## config.mk

```make
export PLATFORM = sky130hd
export DESIGN_NAME = iob_wb_bridge_flat
export DESIGN_NICKNAME = d
export VERILOG_FILES = /design/src/rtl/iob_wb_pkg.sv /design/src/rtl/iob_wb_bridge_if.sv /design/src/rtl/iob_wb_err_log.sv /design/src/rtl/iob_wb_bridge.sv /design/src/flat_wrapper.sv
export SDC_FILE = /design/constraint.sdc
export NUM_CORES = 1
export LEC_CHECK = 0
export BUFFER_PORTS_ARGS = -buffer_cell sky130_fd_sc_hd__buf_2
export CELL_PAD_IN_SITES_DETAIL_PLACEMENT = 1
export CELL_PAD_IN_SITES_GLOBAL_PLACEMENT = 2
export CORE_ASPECT_RATIO = 1.2
export CORE_MARGIN = 3
export CORE_UTILIZATION = 31
export CTS_CLUSTER_DIAMETER = 120
export DETAILED_ROUTE_END_ITERATION = 12
export GPL_ROUTABILITY_DRIVEN = 0
export PLACE_DENSITY = 0.86
export SLEW_MARGIN = 20
export SYNTH_ARGS = -nofsm -noshare
export SYNTH_HDL_FRONTEND = slang
export SYNTH_SLANG_ARGS = --single-unit
```

## constraint.sdc

```tcl
create_clock -name clk -period 4.3 [get_ports clk]
set_input_delay 0.645 -clock clk [delete_from_list [all_inputs] [get_ports clk]]
set_output_delay 0.645 -clock clk [all_outputs]
set_load 0.01 [all_outputs]
```

## src/rtl/iob_wb_pkg.sv

```systemverilog
// Shared types and constants for the IOb-to-Wishbone bridge.
package iob_wb_pkg;

    typedef enum logic [1:0] {
        IDLE = 2'd0,
        REQ  = 2'd1,
        WAIT = 2'd2,
        RESP = 2'd3
    } state_e;

    localparam logic [1:0] ERR_NONE = 2'b00;
    localparam logic [1:0] ERR_BUS  = 2'b01;
    localparam logic [1:0] ERR_TMO  = 2'b10;
    localparam logic [1:0] ERR_OVL  = 2'b11;

    // Byte-address bits dropped to form the Wishbone word address.
    function automatic int adr_shift(input int data_w);
        return $clog2(data_w / 8);
    endfunction

endpackage

```

## src/rtl/iob_wb_bridge_if.sv

```systemverilog
// IOb request/response and Wishbone bus signals; the bridge sees the IOb side
// through the slave modport and the Wishbone side through the master modport.
interface iob_wb_bridge_if #(
    parameter int ADDR_W = 12,
    parameter int DATA_W = 32
);
    localparam int AW = ADDR_W - iob_wb_pkg::adr_shift(DATA_W);

    logic              iob_valid;
    logic [ADDR_W-1:0] iob_addr;
    logic [DATA_W-1:0] iob_wdata;
    logic [DATA_W/8-1:0] iob_wstrb;
    logic [DATA_W-1:0] iob_rdata;
    logic              iob_ready;

    logic [AW-1:0]     wb_adr_o;
    logic [DATA_W-1:0] wb_dat_o;
    logic [DATA_W-1:0] wb_dat_i;
    logic [DATA_W/8-1:0] wb_sel_o;
    logic              wb_we_o;
    logic              wb_cyc_o;
    logic              wb_stb_o;
    logic              wb_ack_i;
    logic              wb_err_i;
    logic              wb_stall_i;

    modport slave (
        input  iob_valid, iob_addr, iob_wdata, iob_wstrb,
        output iob_rdata, iob_ready
    );

    modport master (
        output wb_adr_o, wb_dat_o, wb_sel_o, wb_we_o, wb_cyc_o, wb_stb_o,
        input  wb_dat_i, wb_ack_i, wb_err_i, wb_stall_i
    );
endinterface

```

## src/rtl/iob_wb_err_log.sv

```systemverilog
// Sticky first-error register; a new error arriving with a clear is kept.
module iob_wb_err_log
    import iob_wb_pkg::*;
#(
    parameter int ADDR_W = 12
) (
    input  logic              clk,
    input  logic              rst_n,
    input  logic              set_i,
    input  logic [1:0]        code_i,
    input  logic [ADDR_W-1:0] addr_i,
    input  logic              clr_i,
    output logic              err_o,
    output logic [1:0]        code_o,
    output logic [ADDR_W-1:0] addr_o
);
    logic              err_q, err_d;
    logic [1:0]        code_q, code_d;
    logic [ADDR_W-1:0] addr_q, addr_d;

    always_comb begin
        err_d  = err_q;
        code_d = code_q;
        addr_d = addr_q;
        if (clr_i) begin
            err_d  = 1'b0;
            code_d = ERR_NONE;
            addr_d = '0;
        end
        if (set_i && (!err_q || clr_i)) begin
            err_d  = 1'b1;
            code_d = code_i;
            addr_d = addr_i;
        end
    end

    always_ff @(posedge clk or negedge rst_n) begin
        if (!rst_n) begin
            err_q  <= 1'b0;
            code_q <= ERR_NONE;
            addr_q <= '0;
        end else begin
            err_q  <= err_d;
            code_q <= code_d;
            addr_q <= addr_d;
        end
    end

    assign err_o  = err_q;
    assign code_o = code_q;
    assign addr_o = addr_q;
endmodule

```

## src/rtl/iob_wb_bridge.sv

```systemverilog
// IOb slave to Wishbone B4 master: one registered request, one Wishbone cycle,
// with bounded retry on bus error, a cycle timeout and a sticky error log.
module iob_wb_bridge
    import iob_wb_pkg::*;
#(
    parameter int          ADDR_W    = 12,
    parameter int          DATA_W    = 32,
    parameter bit          PIPELINED = 1'b0,
    parameter int          TIMEOUT   = 256,
    parameter int          TIMEOUT_W = 9,
    parameter int          RETRIES   = 1,
    parameter logic [31:0] ERR_RDATA = 32'hDEADBEEF
) (
    input  logic              clk,
    input  logic              rst_n,
    iob_wb_bridge_if.slave    iob,
    iob_wb_bridge_if.master   wb,
    output logic              err_o,
    output logic [1:0]        err_code_o,
    output logic [ADDR_W-1:0] err_addr_o,
    input  logic              err_clr_i
);
    localparam int SHIFT = adr_shift(DATA_W);
    localparam int AW    = ADDR_W - SHIFT;
    localparam int SEL_W = DATA_W / 8;
    localparam int RTY_W = (RETRIES > 0) ? $clog2(RETRIES + 1) : 1;
    localparam logic [DATA_W-1:0] ERR_RD = DATA_W'(ERR_RDATA);

    state_e              state_q, state_d;
    logic [AW-1:0]       adr_q, adr_d;
    logic [ADDR_W-1:0]   addr_q, addr_d;
    logic [DATA_W-1:0]   dat_q, dat_d;
    logic [DATA_W-1:0]   rdata_q, rdata_d;
    logic [SEL_W-1:0]    sel_q, sel_d;
    logic                we_q, we_d;
    logic                gap_q, gap_d;
    logic [RTY_W-1:0]    rty_q, rty_d;
    logic [TIMEOUT_W-1:0] tmo_q, tmo_d;

    logic              busy, accept, tmo_hit, in_flight;
    logic              log_set;
    logic [1:0]        log_code;
    logic [ADDR_W-1:0] log_addr;

    // gap_q marks the one idle cycle between an errored attempt and its re-issue.
    assign busy      = (state_q == REQ && !gap_q) || state_q == WAIT;
    assign in_flight = state_q == REQ || state_q == WAIT;
    assign accept    = iob.iob_valid && (state_q == IDLE || state_q == RESP);
    assign tmo_hit   = (TIMEOUT != 0) && (tmo_q == TIMEOUT_W'(TIMEOUT - 1));

    always_comb begin
        state_d  = state_q;
        adr_d    = adr_q;
        addr_d   = addr_q;
        dat_d    = dat_q;
        sel_d    = sel_q;
        we_d     = we_q;
        gap_d    = 1'b0;
        rty_d    = rty_q;
        tmo_d    = tmo_q;
        rdata_d  = rdata_q;
        log_set  = 1'b0;
        log_code = ERR_NONE;
        log_addr = addr_q;

        if (state_q == RESP) state_d = IDLE;

        if (accept) begin
            adr_d   = iob.iob_addr[ADDR_W-1:SHIFT];
            addr_d  = iob.iob_addr;
            dat_d   = iob.iob_wdata;
            we_d    = |iob.iob_wstrb;
            sel_d   = (|iob.iob_wstrb) ? iob.iob_wstrb : '1;
            rty_d   = '0;
            tmo_d   = '0;
            state_d = REQ;
        end else if (state_q == REQ && gap_q) begin
            tmo_d = '0;
        end else if (busy) begin
            if (wb.wb_err_i) begin
                if (rty_q < RTY_W'(RETRIES)) begin
                    rty_d   = rty_q + 1'b1;
                    gap_d   = 1'b1;
                    tmo_d   = '0;
                    state_d = REQ;
                end else begin
                    rdata_d  = ERR_RD;
                    log_set  = 1'b1;
                    log_code = ERR_BUS;
                    state_d  = RESP;
                end
            end else if (wb.wb_ack_i) begin
                rdata_d = we_q ? '0 : wb.wb_dat_i;
                state_d = RESP;
            end else if (tmo_hit) begin
                rdata_d  = ERR_RD;
                log_set  = 1'b1;
                log_code = ERR_TMO;
                state_d  = RESP;
            end else begin
                tmo_d = tmo_q + 1'b1;
                if (PIPELINED && state_q == REQ && !wb.wb_stall_i) state_d = WAIT;
            end
        end

        // A request arriving mid-cycle is dropped; bus/timeout errors take the log slot first.
        if (in_flight && iob.iob_valid && !log_set) begin
            log_set  = 1'b1;
            log_code = ERR_OVL;
            log_addr = iob.iob_addr;
        end
    end

    always_ff @(posedge clk or negedge rst_n) begin
        if (!rst_n) begin
            state_q <= IDLE;
            adr_q   <= '0;
            addr_q  <= '0;
            dat_q   <= '0;
            sel_q   <= '0;
            we_q    <= 1'b0;
            gap_q   <= 1'b0;
            rty_q   <= '0;
            tmo_q   <= '0;
            rdata_q <= '0;
        end else begin
            state_q <= state_d;
            adr_q   <= adr_d;
            addr_q  <= addr_d;
            dat_q   <= dat_d;
            sel_q   <= sel_d;
            we_q    <= we_d;
            gap_q   <= gap_d;
            rty_q   <= rty_d;
            tmo_q   <= tmo_d;
            rdata_q <= rdata_d;
        end
    end

    assign wb.wb_cyc_o  = busy;
    assign wb.wb_stb_o  = state_q == REQ && !gap_q;
    assign wb.wb_adr_o  = adr_q;
    assign wb.wb_dat_o  = dat_q;
    assign wb.wb_sel_o  = sel_q;
    assign wb.wb_we_o   = we_q;
    assign iob.iob_ready = state_q == RESP;
    assign iob.iob_rdata = rdata_q;

    iob_wb_err_log #(.ADDR_W(ADDR_W)) u_err_log (
        .clk    (clk),
        .rst_n  (rst_n),
        .set_i  (log_set),
        .code_i (log_code),
        .addr_i (log_addr),
        .clr_i  (err_clr_i),
        .err_o  (err_o),
        .code_o (err_code_o),
        .addr_o (err_addr_o)
    );
endmodule

```

## src/flat_wrapper.sv

```systemverilog
// flat-port wrapper written by rule: the top's interface ports become plain ports
module iob_wb_bridge_flat import iob_wb_pkg::*;
#(
    parameter int          ADDR_W    = 12,
    parameter int          DATA_W    = 32,
    parameter bit          PIPELINED = 1'b0,
    parameter int          TIMEOUT   = 256,
    parameter int          TIMEOUT_W = 9,
    parameter int          RETRIES   = 1,
    parameter logic [31:0] ERR_RDATA = 32'hDEADBEEF
)
  (clk, rst_n, err_o, err_code_o, err_addr_o, err_clr_i, iob_iob_valid, iob_iob_addr, iob_iob_wdata, iob_iob_wstrb, iob_iob_rdata, iob_iob_ready, wb_wb_adr_o, wb_wb_dat_o, wb_wb_sel_o, wb_wb_we_o, wb_wb_cyc_o, wb_wb_stb_o, wb_wb_dat_i, wb_wb_ack_i, wb_wb_err_i, wb_wb_stall_i);
  iob_wb_bridge_if #(.ADDR_W(ADDR_W), .DATA_W(DATA_W)) iob_i ();
  iob_wb_bridge_if #(.ADDR_W(ADDR_W), .DATA_W(DATA_W)) wb_i ();
  input  logic clk;
  input  logic rst_n;
  output logic err_o;
  output logic [1:0] err_code_o;
  output logic [ADDR_W-1:0] err_addr_o;
  input  logic err_clr_i;
  input wire logic [$bits(iob_i.iob_valid)-1:0] iob_iob_valid;
  input wire logic [$bits(iob_i.iob_addr)-1:0] iob_iob_addr;
  input wire logic [$bits(iob_i.iob_wdata)-1:0] iob_iob_wdata;
  input wire logic [$bits(iob_i.iob_wstrb)-1:0] iob_iob_wstrb;
  output wire logic [$bits(iob_i.iob_rdata)-1:0] iob_iob_rdata;
  output wire logic [$bits(iob_i.iob_ready)-1:0] iob_iob_ready;
  output wire logic [$bits(wb_i.wb_adr_o)-1:0] wb_wb_adr_o;
  output wire logic [$bits(wb_i.wb_dat_o)-1:0] wb_wb_dat_o;
  output wire logic [$bits(wb_i.wb_sel_o)-1:0] wb_wb_sel_o;
  output wire logic [$bits(wb_i.wb_we_o)-1:0] wb_wb_we_o;
  output wire logic [$bits(wb_i.wb_cyc_o)-1:0] wb_wb_cyc_o;
  output wire logic [$bits(wb_i.wb_stb_o)-1:0] wb_wb_stb_o;
  input wire logic [$bits(wb_i.wb_dat_i)-1:0] wb_wb_dat_i;
  input wire logic [$bits(wb_i.wb_ack_i)-1:0] wb_wb_ack_i;
  input wire logic [$bits(wb_i.wb_err_i)-1:0] wb_wb_err_i;
  input wire logic [$bits(wb_i.wb_stall_i)-1:0] wb_wb_stall_i;
  assign iob_i.iob_valid = iob_iob_valid;
  assign iob_i.iob_addr = iob_iob_addr;
  assign iob_i.iob_wdata = iob_iob_wdata;
  assign iob_i.iob_wstrb = iob_iob_wstrb;
  assign iob_iob_rdata = iob_i.iob_rdata;
  assign iob_iob_ready = iob_i.iob_ready;
  assign wb_wb_adr_o = wb_i.wb_adr_o;
  assign wb_wb_dat_o = wb_i.wb_dat_o;
  assign wb_wb_sel_o = wb_i.wb_sel_o;
  assign wb_wb_we_o = wb_i.wb_we_o;
  assign wb_wb_cyc_o = wb_i.wb_cyc_o;
  assign wb_wb_stb_o = wb_i.wb_stb_o;
  assign wb_i.wb_dat_i = wb_wb_dat_i;
  assign wb_i.wb_ack_i = wb_wb_ack_i;
  assign wb_i.wb_err_i = wb_wb_err_i;
  assign wb_i.wb_stall_i = wb_wb_stall_i;
  iob_wb_bridge #(.ADDR_W(ADDR_W), .DATA_W(DATA_W), .PIPELINED(PIPELINED), .TIMEOUT(TIMEOUT), .TIMEOUT_W(TIMEOUT_W), .RETRIES(RETRIES), .ERR_RDATA(ERR_RDATA)) u_core (.clk(clk), .rst_n(rst_n), .iob(iob_i), .wb(wb_i), .err_o(err_o), .err_code_o(err_code_o), .err_addr_o(err_addr_o), .err_clr_i(err_clr_i));
endmodule
```

# == After elaboration in Yosys (flattened, before gate mapping) ==
# Index checks and enable logic that the tools add are counted.
# classes
n_reduce_logical,24
n_addsub,2
eq_ne,9
n_mux,54
magnitude_cmp,1
n_bitwise,2
# ops
operator,n
$mux W32,5
$mux W9,7
$mux W12,3
$mux W2,17
$mux W1,21
$add A9 B1 Y9 const B,1
$eq A9 B8 Y1 const B,1
$ne A4 B1 Y1 const B,2
$reduce_and A4 Y1,2
$reduce_bool A2 Y1,4
$logic_and A1 B1 Y1,6
$reduce_bool A3 Y1,2
$reduce_and A5 Y1,1
$eq A2 B2 Y1 const B,2
$logic_or A1 B1 Y1,4
$mux W4,1
$ne A4 B3 Y1 const B,1
$reduce_or A4 Y1,1
$logic_not A1 Y1,3
$eq A2 B1 Y1 const B,1
$logic_not A2 Y1,1
$ne A2 B1 Y1 const B,1
$ne A2 B2 Y1 const B,1
$not A1 Y1,2
other kinds (2),2
# word_totals
input_bits,87
output_inout_bits,97
word_cells,105
regBits,119

# == Depth between registers and ports, before layout ==
# depth
ltp_word,12
depth_mapped,10
mapped_depth_nobuf,8

# == Hierarchy ==
# From an unflattened synthesis, not the netlist that was laid out.
# unflattened
hier_cells,443
area_unflattened_um2,5227.5
# by_module_without_submodules
mod,cells_each,area_per_inst_um2,instances,seq_area_each_um2
iob_wb_bridge,379,4486.8,1,2352.3
iob_wb_err_log,64,740.7,1,375.4

# == Worst setup path before layout ==
# Ideal clock, no wire load.
# synth_timing
path_type,register to register
start,register u_core.tmo_q[0]
end,register u_core.u_err_log.code_q[0] (netlist: u_core.u_err_log.code_o[0])
setup_ps,127
arrival_time_ps,1945
synth_period_minus_slack_ps,2072
required_ps,4173
setup_slack_ps,2228
stages_incl_launch_ff,11
cell_sequence,dfrtp_1 > ha_1 > nand3_1 > nor2_1 > ha_1 > nor3b_2 > o221ai_4 > a22o_1 > buf_4 > buf_6 > mux2i_1
# synth_between
elab_chain_len,12
elab_cells_between_ends,14
classes_between,eq/ne: 1; mux: 9; reduce/logical: 4
# synth_lines
element,line,rtl
"start, declared",iob_wb_bridge.sv:38,"logic [TIMEOUT_W-1:0] tmo_q, tmo_d;"
"start signal, assigned",iob_wb_bridge.sv:135,tmo_q <= tmo_d;
$eq A9 B8 Y1 (*),iob_wb_bridge.sv:49,assign tmo_hit = (TIMEOUT != 0) && (tmo_q == TIMEOUT_W'(TIMEOUT - 1));
$mux W1 (*),iob_wb_bridge.sv:95,end else if (tmo_hit) begin
$mux W1 (*),iob_wb_bridge.sv:92,end else if (wb.wb_ack_i) begin
$mux W1 (*),iob_wb_bridge.sv:80,if (wb.wb_err_i) begin
$mux W1 (*),iob_wb_bridge.sv:79,end else if (busy) begin
$mux W1 (*),iob_wb_bridge.sv:77,end else if (state_q == REQ && gap_q) begin
$mux W1 (*),iob_wb_bridge.sv:68,if (accept) begin
$logic_not A1 Y1,iob_wb_bridge.sv:107,if (in_flight && iob.iob_valid && !log_set) begin
$logic_and A1 B1 Y1,iob_wb_bridge.sv:107,
$mux W1,iob_wb_bridge.sv:107,
$logic_and A1 B1 Y1,iob_wb_err_log.sv:30,if (set_i && (!err_q || clr_i)) begin
$mux W2 or $reduce_bool A2 Y1 (tied branches),n/a,
"end signal, assigned",iob_wb_err_log.sv:44,code_q <= code_d;
"end, declared",iob_wb_err_log.sv:18,"logic [1:0] code_q, code_d;"
# Mark *: on every way between the ends. The rest lies on a longest branch, timed or not.
# A chain may end at the register's enable or synchronous reset.

# == Final worst setup path ==
# layout_timing
start,register u_core.tmo_q[0]
end,register u_core.u_err_log.addr_q[1] (netlist: u_core.u_err_log.addr_o[1])
# layout_between
elab_chain_len,12
elab_cells_between_ends,14
classes_between,eq/ne: 1; mux: 9; reduce/logical: 4
# layout_lines
element,line,rtl
$eq A9 B8 Y1 (*),iob_wb_bridge.sv:49,
$mux W1 (*),iob_wb_bridge.sv:95,
$mux W1 (*),iob_wb_bridge.sv:92,
$mux W1 (*),iob_wb_bridge.sv:80,
$mux W1 (*),iob_wb_bridge.sv:79,
$mux W1 (*),iob_wb_bridge.sv:77,
$mux W1 (*),iob_wb_bridge.sv:68,
$logic_not A1 Y1,iob_wb_bridge.sv:107,
$logic_and A1 B1 Y1,iob_wb_bridge.sv:107,
$mux W1,iob_wb_bridge.sv:107,
$logic_and A1 B1 Y1,iob_wb_err_log.sv:30,
$mux W12 or $reduce_bool A2 Y1 (tied branches),n/a,
"end signal, assigned",iob_wb_err_log.sv:45,addr_q <= addr_d;
"end, declared",iob_wb_err_log.sv:19,"logic [ADDR_W-1:0] addr_q, addr_d;"
# Marks and branches as above.

==> results.json <==
{
  "rows": 50,
  "post_cts_resized": 0,
  "final_cell_area_um2": 6290,
  "max_cap_viol_count": 0,
  "yosysMostFrequentCell": "nand2_1",
  "yosysTopAreaCell": "dfrtp_1",
  "fin_cells": 913,
  "ant_nets": 0,
  "coreArea_um2": 15700,
  "critPathKind": "flop to flop",
  "synth_area_leaders": "dfrtp_1 (54%), nand2_1 (12%), mux2i_1 (6.4%), a21oi_1 (5.8%), nor2_1 (2.5%)",
  "ioPinCount": 184,
  "yosysWarnings": 0,
  "min_path_type": "input pin to async pin",
  "crit_slowest_cell": "a22o_1",
  "worst_slack_ns": 1.38,
  "remaining_drc_errors": 0,
  "rsz0062_at_grt": "no",
  "grt_overflow": 0,
  "clkLatencyLatePin_ns": 0.36,
  "cts_buffer_depth": 2,
  "worstSetupStartpointType": "flop",
  "cp-end-kind": "flop",
  "total_power_mw": 4.52,
  "fmax_ghz": 0.343,
  "synth_nets": 635,
  "hold_violations": 0,
  "synth_cell_types": 34,
  "place_area_um2": 5980,
  "setup_viol": 0,
  "synth_area_um2": 5010,
  "dpl.hpwl_mm": 10.7,
  "synth.ff_latch_count": 109,
  "ir_drop_mv": 0.237,
  "portBuffers": 182,
  "drive_above_1_share_pct": 29.8,
  "drt-initial-drc-count": 132,
  "pwr_density_cell_nw_per_um2": 719,
  "met3_usage_pct": 3.66,
  "syn_avg_cell_area_um2": 9.25,
  "cts.sinks": 109,
  "synth_commonest_cells": "nand2_1 (164), dfrtp_1 (109), a21oi_1 (58)",
  "final-max-slew-violation-count": 0,
  "hold_ws_ns": 0.420,
  "max_slew_margin_pct": 33.7,
  "crit_arrival_ns": 3.19,
  "synth_edf_count": 0,
  "fin_util_pct": 40.0,
  "cts_buffers": 9,
  "worst-path-max-fanout": 16,
  "synth-main-ff-cell": "dfrtp_1",
  "grt_use_met2_pct": 31.0,
  "nets": 792,
  "ys_seq_area_share_pct": 54.4,
  "critPathBufInv": 0,
  "crit_top_cell": "ha_1",
  "wl_per_cell_um": 16.0,
  "synth_top_area_share_pct": 54.4,
  "final.fill_count": 1895,
  "cp_slowest_stage_delay_ns": 0.78,
  "grt_pass1_wl_mm": 24.3,
  "dp_slack_ns": 1.32,
  "vias": 4345,
  "postCtsSetupRepairBufs": 0,
  "path_delay_family": "compound AO/OA/AOI/OAI gates",
  "dr.pass1.iters": 4,
  "period_needed_ns": 2.92,
  "grt_usage_pct": 17.2,
  "finalClockSkew_ns": 0.00894,
  "h-tree-depth": 3,
  "areaGrowthSynthToFinish_pct": 25.4,
  "cts_hold_buf": 0,
  "start_util_pct": 31.9,
  "vias_per_cell": 4.76,
  "cts.clk_slew.worst_paths_ns": 0.07,
  "async_flop_share_pct": 100,
  "antenna_found_initial": 0,
  "grt_max_degree": 72,
  "status": "completed",
  "worst_slew_pin_slew_ns": 0.995,
  "wl_mm": 14.6,
  "setup_tns_ns": 0,
  "grt_pass1_vias": 4719,
  "cts_tree": "built",
  "path_cells": "ha_1, nand3_1, nor2_1, ha_1, nor3b_2, o221ai_4, a22o_1, mux2i_1",
  "dp.cells": 896,
  "die_area_um2": 17700,
  "cp.required_ns": 4.57,
  "grt_util_met1_pct": 19.5,
  "dieWidth_um": 122,
  "synthesis.instances": 542,
  "p_leak_nw": 3.31,
  "die_h_um": 145,
  "min_period_over_period_pct": 67.9,
  "ctsRootBufferMaster": "clkbuf_16",
  "top_usage_layer": "met2"
}
[flip-flops by register name, indices dropped and copies added (netlist names)]
register	cells
u_core.u_err_log.err_o	1
u_core.wb.wb_dat_o	32
u_core.wb.wb_sel_o	4
u_core.rty_q	1
u_core.wb.wb_adr_o	1
u_core.state_q	2
u_core.u_err_log.code_o	2
u_core.u_err_log.addr_o	12
u_core.wb.wb_we_o	1
u_core.tmo_q	9
u_core.gap_q	1
u_core.addr_q	11
u_core.iob.iob_rdata	32
[worst reg2reg max path, cell delays in order, from the launching register on]
cell      delay [ns]
dfrtp_1         0.41
ha_1            0.26
nand3_1         0.09
nor2_1          0.05
ha_1            0.21
nor3b_2         0.19
o221ai_4        0.56
a22o_1          0.79
mux2i_1         0.29
[cell families after synthesis]
| logic type | after synthesis | synth area share, % |
|---|---|---|
| and+or+nand+nor | 254 | 21.6 |
| DFF | 109 | 54.4 |
| AOI/OAI and AO/OA | 86 | 10.2 |
| buffers and inverters | 55 | 5.94 |
| muxes | 32 | 6.39 |
| adders and majority gates | 6 | 1.50 |
[layer usage]
metal / wire length (µm) / share of wire (%)
met5: 0 / 0
met4: 414 / 2.8
met3: 688 / 4.7
met2: 7950 / 54
met1: 5590 / 38
[cell usage in the layout, fill, tap and decap left out, drive strengths merged, types with 3 or more instances in the layout]
| cell type | instances |
|---|---|
| a21oi | 58 |
| and2 | 3 |
| and3 | 3 |
| buf | 187 |
| clkbuf | 10 |
| dfrtp | 109 |
| ha | 6 |
| inv | 17 |
| mux2i | 32 |
| nand2 | 164 |
| nand2b | 19 |
| nand3 | 16 |
| nand3b | 3 |
| nor2 | 34 |
| nor2b | 4 |
| nor3 | 6 |
| o21ai | 15 |
| o221ai | 3 |
[power breakdown]
part	internal, mW	switching, mW
combinational	0.725	1.22
sequential	1.46	0.254
clock	0.458	0.400
total	2.65	1.87
[layout make-up]
type	count	area [µm²]	area share, %
Multi-Input combinational cell	378	1990	31.7
Sequential cell	109	2730	43.4
Antenna cell	1	2.50	0.0398
Tap cell	208	260	4.14
Inverter	14	55.1	0.876
Clock buffer	10	229	3.64
Timing Repair Buffer	187	951	15.1
Clock inverter	6	68.8	1.09
[worst paths after layout]
path	slack, ns	startpoint	cells past startpoint	end
max in group asynchronous	2.97	rst_n	2	u_core.iob.iob_rdata[21]
max reg2reg	1.38	u_core.tmo_q[0]	8	u_core.u_err_log.addr_o[1]
min	0.42	rst_n	1	u_core.wb.wb_dat_o[8]
max	1.38	u_core.tmo_q[0]	8	u_core.u_err_log.addr_o[1]
min reg2reg	0.48	u_core.wb.wb_dat_o[18]	2	u_core.wb.wb_dat_o[18]
min in group clk	0.48	u_core.wb.wb_dat_o[18]	2	u_core.wb.wb_dat_o[18]
Note: power is estimated with default switching activity, not from simulation.
